## src/rtl/sync_fifo_rr_sched.sv

```systemverilog
// Round-robin dequeue scheduler: shares one valid/ready output stream between
// NUM_QUEUES standard-mode sync FIFOs, serving bursts of up to BURST_MAX words.
module sync_fifo_rr_sched #(
    parameter int NUM_QUEUES = 4,
    parameter int WIDTH      = 32,
    parameter int BURST_MAX  = 4,
    parameter int QID_W      = (NUM_QUEUES > 1) ? $clog2(NUM_QUEUES) : 1
) (
    input  logic                        i_clk,
    input  logic                        i_rst,
    input  logic [NUM_QUEUES-1:0]       i_queue_en,
    input  logic [NUM_QUEUES-1:0]       i_fifo_empty,
    output logic [NUM_QUEUES-1:0]       o_fifo_rd_en,
    input  logic [NUM_QUEUES*WIDTH-1:0] i_fifo_dout,
    output logic                        o_valid,
    input  logic                        i_ready,
    output logic [WIDTH-1:0]            o_data,
    output logic [QID_W-1:0]            o_qid,
    output logic                        o_busy
);

    typedef enum logic [1:0] {IDLE, RD, CAP, OUT} state_t;

    state_t                  state;
    logic [QID_W-1:0]        grant;
    logic [QID_W-1:0]        last_grant;
    logic [QID_W-1:0]        next_grant;
    logic [7:0]              burst_cnt;
    logic [7:0]              burst_nxt;
    logic [NUM_QUEUES-1:0]   eligible;
    logic                    found;
    logic                    grant_ok;
    logic [WIDTH-1:0]        dout_sel;

    assign eligible  = ~i_fifo_empty & i_queue_en;
    assign burst_nxt = burst_cnt + 8'd1;
    assign o_busy    = (state != IDLE);

    // Search upward from last_grant+1; wrap is explicit since NUM_QUEUES need not be a power of 2.
    always_comb begin
        int idx;
        idx        = 0;
        next_grant = '0;
        found      = 1'b0;
        for (int k = 1; k <= NUM_QUEUES; k++) begin
            idx = int'(last_grant) + k;
            if (idx >= NUM_QUEUES) idx = idx - NUM_QUEUES;
            if (!found && eligible[idx]) begin
                found      = 1'b1;
                next_grant = QID_W'(idx);
            end
        end
    end

    always_comb begin
        dout_sel     = '0;
        grant_ok     = 1'b0;
        o_fifo_rd_en = '0;
        for (int k = 0; k < NUM_QUEUES; k++) begin
            if (grant == QID_W'(k)) begin
                dout_sel        = i_fifo_dout[k*WIDTH +: WIDTH];
                grant_ok        = eligible[k];
                o_fifo_rd_en[k] = (state == RD);
            end
        end
    end

    always_ff @(posedge i_clk) begin
        if (i_rst) begin
            state      <= IDLE;
            grant      <= '0;
            last_grant <= QID_W'(NUM_QUEUES - 1);
            burst_cnt  <= '0;
            o_valid    <= 1'b0;
            o_data     <= '0;
            o_qid      <= '0;
        end else begin
            case (state)
                IDLE: begin
                    if (found) begin
                        grant     <= next_grant;
                        burst_cnt <= '0;
                        state     <= RD;
                    end
                end
                RD: state <= CAP;
                CAP: begin
                    o_data  <= dout_sel;
                    o_qid   <= grant;
                    o_valid <= 1'b1;
                    state   <= OUT;
                end
                OUT: begin
                    if (i_ready) begin
                        o_valid   <= 1'b0;
                        burst_cnt <= burst_nxt;
                        // Empty flag checked this cycle covers the next read on the same queue.
                        if (burst_nxt < 8'(BURST_MAX) && grant_ok) begin
                            state <= RD;
                        end else begin
                            last_grant <= grant;
                            state      <= IDLE;
                        end
                    end
                end
                default: state <= IDLE;
            endcase
        end
    end

endmodule
```

## config.mk

```make
export PLATFORM = sky130hd
export DESIGN_NAME = sync_fifo_rr_sched
export DESIGN_NICKNAME = d
export VERILOG_FILES = /design/src/rtl/sync_fifo_rr_sched.sv
export SDC_FILE = /design/constraint.sdc
export NUM_CORES = 1
export LEC_CHECK = 0
export CAP_MARGIN = 10
export CELL_PAD_IN_SITES_DETAIL_PLACEMENT = 2
export CELL_PAD_IN_SITES_GLOBAL_PLACEMENT = 2
export CORE_AREA = 4 4 125 127
export DETAILED_ROUTE_END_ITERATION = 8
export DIE_AREA = 0 0 129 131
export PLACE_DENSITY = 0.88
export SKIP_CTS_REPAIR_TIMING = 1
export SLEW_MARGIN = 20
export SYNTH_ARGS = -nofsm -noshare
export SYNTH_HDL_FRONTEND = slang
export SYNTH_SLANG_ARGS = --single-unit
```

## constraint.sdc

```tcl
create_clock -name i_clk -period 2.35 [get_ports i_clk]
set_input_delay 0.705 -clock i_clk [delete_from_list [all_inputs] [get_ports i_clk]]
set_output_delay 0.705 -clock i_clk [all_outputs]
set_load 0.05 [all_outputs]
```

==> Implementation_results.wiki <==
{| class="wikitable"
! Metric !! Value
|-
| Outcome || finished clean
|-
| Worst voltage drop across the vdd grid || 575 µV
|-
| Required time at the worst-slack endpoint || 1.64 ns
|-
| MaxCap Viol Count || 0
|-
| Routed length per placed instance || 20.7 µm
|-
| Clock Latency Late Sink || 0.29 ns
|-
| Initial antenna violation count || 1
|-
| CTS tree || built
|-
| Series of cell instances along the critical path || clkdlybuf4s50_1
|-
| Family with the most delay on the worst path || buffers and inverters
|-
| Register bit count reported by yosys || 49
|-
| Clock edge transition at the registers on the reported setup and hold paths || 0.07 ns
|-
| End-of-flow core utilization || 36.1%
|-
| Signed area change from the synthesized netlist to the final layout || 73.7%
|-
| Worst hold path cell count || 2
|-
| Type of destination of the critical path || output port
|-
| Capture instance of the worst register-to-register path || last_grant[0]
|-
| Number of standard cells after synthesis || 282
|-
| Number of top-level pins || 179
|-
| Netlist area before placement || 0.00300 mm²
|-
| Starting Density || 20.8%
|-
| Vias post-DR || 3020
|-
| Launch instance of the worst min-delay path || o_qid[0]
|-
| Master of the slowest instance on the critical path || clkdlybuf4s50_1
|-
| Die Area || 0.0169 mm²
|-
| Number of clock buffers inserted by TritonCTS || 5
|-
| Global routing usage summed across all routing layers || 14.8%
|-
| P_leak || 1.82 nW
|-
| Final global-route overflow total || 0
|-
| Count of nets after finishing || 600
|-
| EDFF count, synth || 0
|-
| Pre-CTS setup slack || -0.0662 ns
|-
| H-tree depth || 2
|-
| Startpoint class of the critical path || flop
|-
| Max Slew Vio Count || 0
|-
| Last weighted congestion value of the routability-driven placer || 0.748
|-
| Count of endpoints failing hold in the final timing report || 0
|-
| Worst Clk Skew || 0.00918 ns
|-
| Total Routed Length || 13300 µm
|-
| Longest individual stage delay on the worst path || 0.85 ns
|-
| Unrepaired setup endpoints after global routing || no
|-
| Detailed placer's ending HPWL || 10800 µm
|-
| Worst hold slack || 0.500 ns
|-
| Slew HR || 61.1%
|-
| Capture endpoint of the worst hold path || o_qid[0]
|-
| FFs w/ async S/R, synth || 0%
|-
| Maximum achievable frequency || 451 MHz
|-
| Data arrival at the endpoint of the critical path || 1.51 ns
|-
| Area of combinational cells with multiple inputs || 0.00189 mm²
|-
| Setup slack on the worst flop-to-flop path || 0.27 ns
|-
| Syn. warnings || 0
|-
| Seq. cell area || 985 µm²
|-
| Syn Nets || 426
|-
| Router iterations before antenna repair || 4
|-
| Mean number of vias per cell || 4.70
|-
| Post-synth cell types || 42
|-
| Number of cells on the worst reg-to-reg path || 6
|-
| Die Width || 129 µm
|-
| Remaining design rule violation count || 0
|-
| Root buffer cell || clkbuf_16
|-
| Min Clock Period, post-route || 2.22 ns
|-
| Number of buffers on the longest clock path || 2
|-
| Synthesized area per cell || 10.6 µm²
|-
| Worst min-delay path category || flop to flop
|-
| Buffers added on ports || 178
|-
| Global-route wire length before repair || 19300 µm
|-
| Initial detailed-routing violation count || 107
|-
| Number of nets still failing antenna checks after routing || 0
|-
| Final setup fails || 0
|-
| Portion of the post-synthesis area used by sequential elements || 32.7%
|-
| Cell row count || 44
|-
| Die Y || 131 µm
|-
| Buffers plus inverters on the worst setup path || 1
|-
| Maximum fanout encountered on the critical timing path || 2
|-
| Cell Pwr Density || 909 mW/mm²
|-
| Total power draw || 4.73 mW
|-
| Number of global-route vias before repair || 3449
|-
| Startpoint of the lowest-slack register-to-register path || burst_cnt[0]
|-
| Core Footprint || 0.0144 mm²
|-
| Filler cells || 1556
|-
| Clock Sinks || 49
|-
| Maximum number of pins on one net before global-route repair || 37
|-
| Final period util || 94.3%
|-
| Fraction of layout cells with a size suffix above 1 || 15.1%
|-
| Top FF cell, synth || dfxtp_1
|-
| Worst setup slack after layout || 0.133 ns
|-
| Crit path kind || flop to output port
|-
| Worst Max-Slew Pin Slew || 0.582 ns
|}
==> kinds of logic after synthesis <==
family	after synthesis	share of synthesized area, %
buffers and inverters	27	4.30
AOI/OAI and AO/OA	38	8.81
DFF	49	32.7
and+or+nand+nor	89	14.0
muxes	72	37.5
adders and majority gates	5	2.09
xor gates and xnor gates	2	0.585
==> flip-flops by register name, summed over array words and instances, names as in the netlist <==
name	cells
last_grant	2
o_data	32
grant	2
o_qid	2
burst_cnt	8
state	2
o_valid	1
==> final cells by class <==
class	count	area share, %
Clock inverter	2	0.721
Tap cell	184	4.42
Multi-Input combinational cell	206	36.4
Antenna cell	1	0.0481
Sequential cell	49	18.9
Inverter	7	0.505
Timing Repair Buffer	187	36.3
Clock buffer	6	2.67
==> synth_stat cells, types with 5 or more instances <==
cell      number  area share, %
a22oi_1        5            1.3
nand2b_1       5            1.0
nand2_1       10            1.3
mux2i_1       39             13
dfxtp_1       49             33
o21ai_0        8            1.3
ha_1           5            2.1
inv_1          6           0.75
buf_2         10            1.7
mux4_2        32             24
nand3_1        6            1.0
clkbuf_1       8            1.0
nor2_1        47            5.9
a21oi_1        8            1.3
==> metal layers <==
layer / GRT usage, % / part of all wire, %
met2: 28.7 / 56
met4: 3.27 / 1.7
met3: 2.85 / 5.5
met5: 0 / 0
met1: 16.6 / 37
==> power by group <==
part           switching, mW  leakage, nW  total (mW)  internal, mW
Sequential             0.130        0.399        1.14          1.01
Clock                  0.330       0.0831       0.862         0.532
Combinational           1.50         1.33        2.73          1.23
==> layout by cell type, fill, tap and decap left out, drive strengths merged <==
cell	n
nor2	47
mux4	32
a22o	2
a21oi	9
o311ai	1
mux2	1
nor3b	1
a311oi	1
o32ai	2
nor2b	3
clkdlybuf4s50	171
a22oi	5
a21o	1
o221ai	1
buf	16
diode	1
o21ai	11
nand2	10
and3	2
and3b	1
nand3	6
mux2i	39
clkinvlp	1
and2	3
nand3b	2
nand2b	5
clkbuf	6
nand4	2
or2	1
and4	2
a211oi	2
xnor2	2
dfxtp	49
ha	5
a41oi	1
nor3	1
o211ai	2
inv	7
or3	3
bufinv	1
==> how the worst max path moves through the flow <==
stage | start | endpoint | slack, ns | cells after the start
finish | o_data[9] | o_data[9] | 0.13 | 1
global route | state[1] | o_busy | 0.06 | 4
CTS | state[0] | o_busy | 0.05 | 4
detailed placement | i_fifo_empty[2] | last_grant[0] | -0.07 | 6
global placement | i_fifo_empty[2] | state[0] | 0.07 | 6
floorplan | grant[1] | o_fifo_rd_en[2] | 0.13 | 4
==> through the flow <==
stage	TNS, ns	instance area [µm²]	cells
3_5_place_dp	-0.194	5030	633
2_1_floorplan	0	3000	282
5_1_grt	0	5210	642
4_1_cts	0	5200	641
3_3_place_gp	0	5030	633
6_report	0	5210	642
No activity file was read; power rests on OpenSTA's default activity.
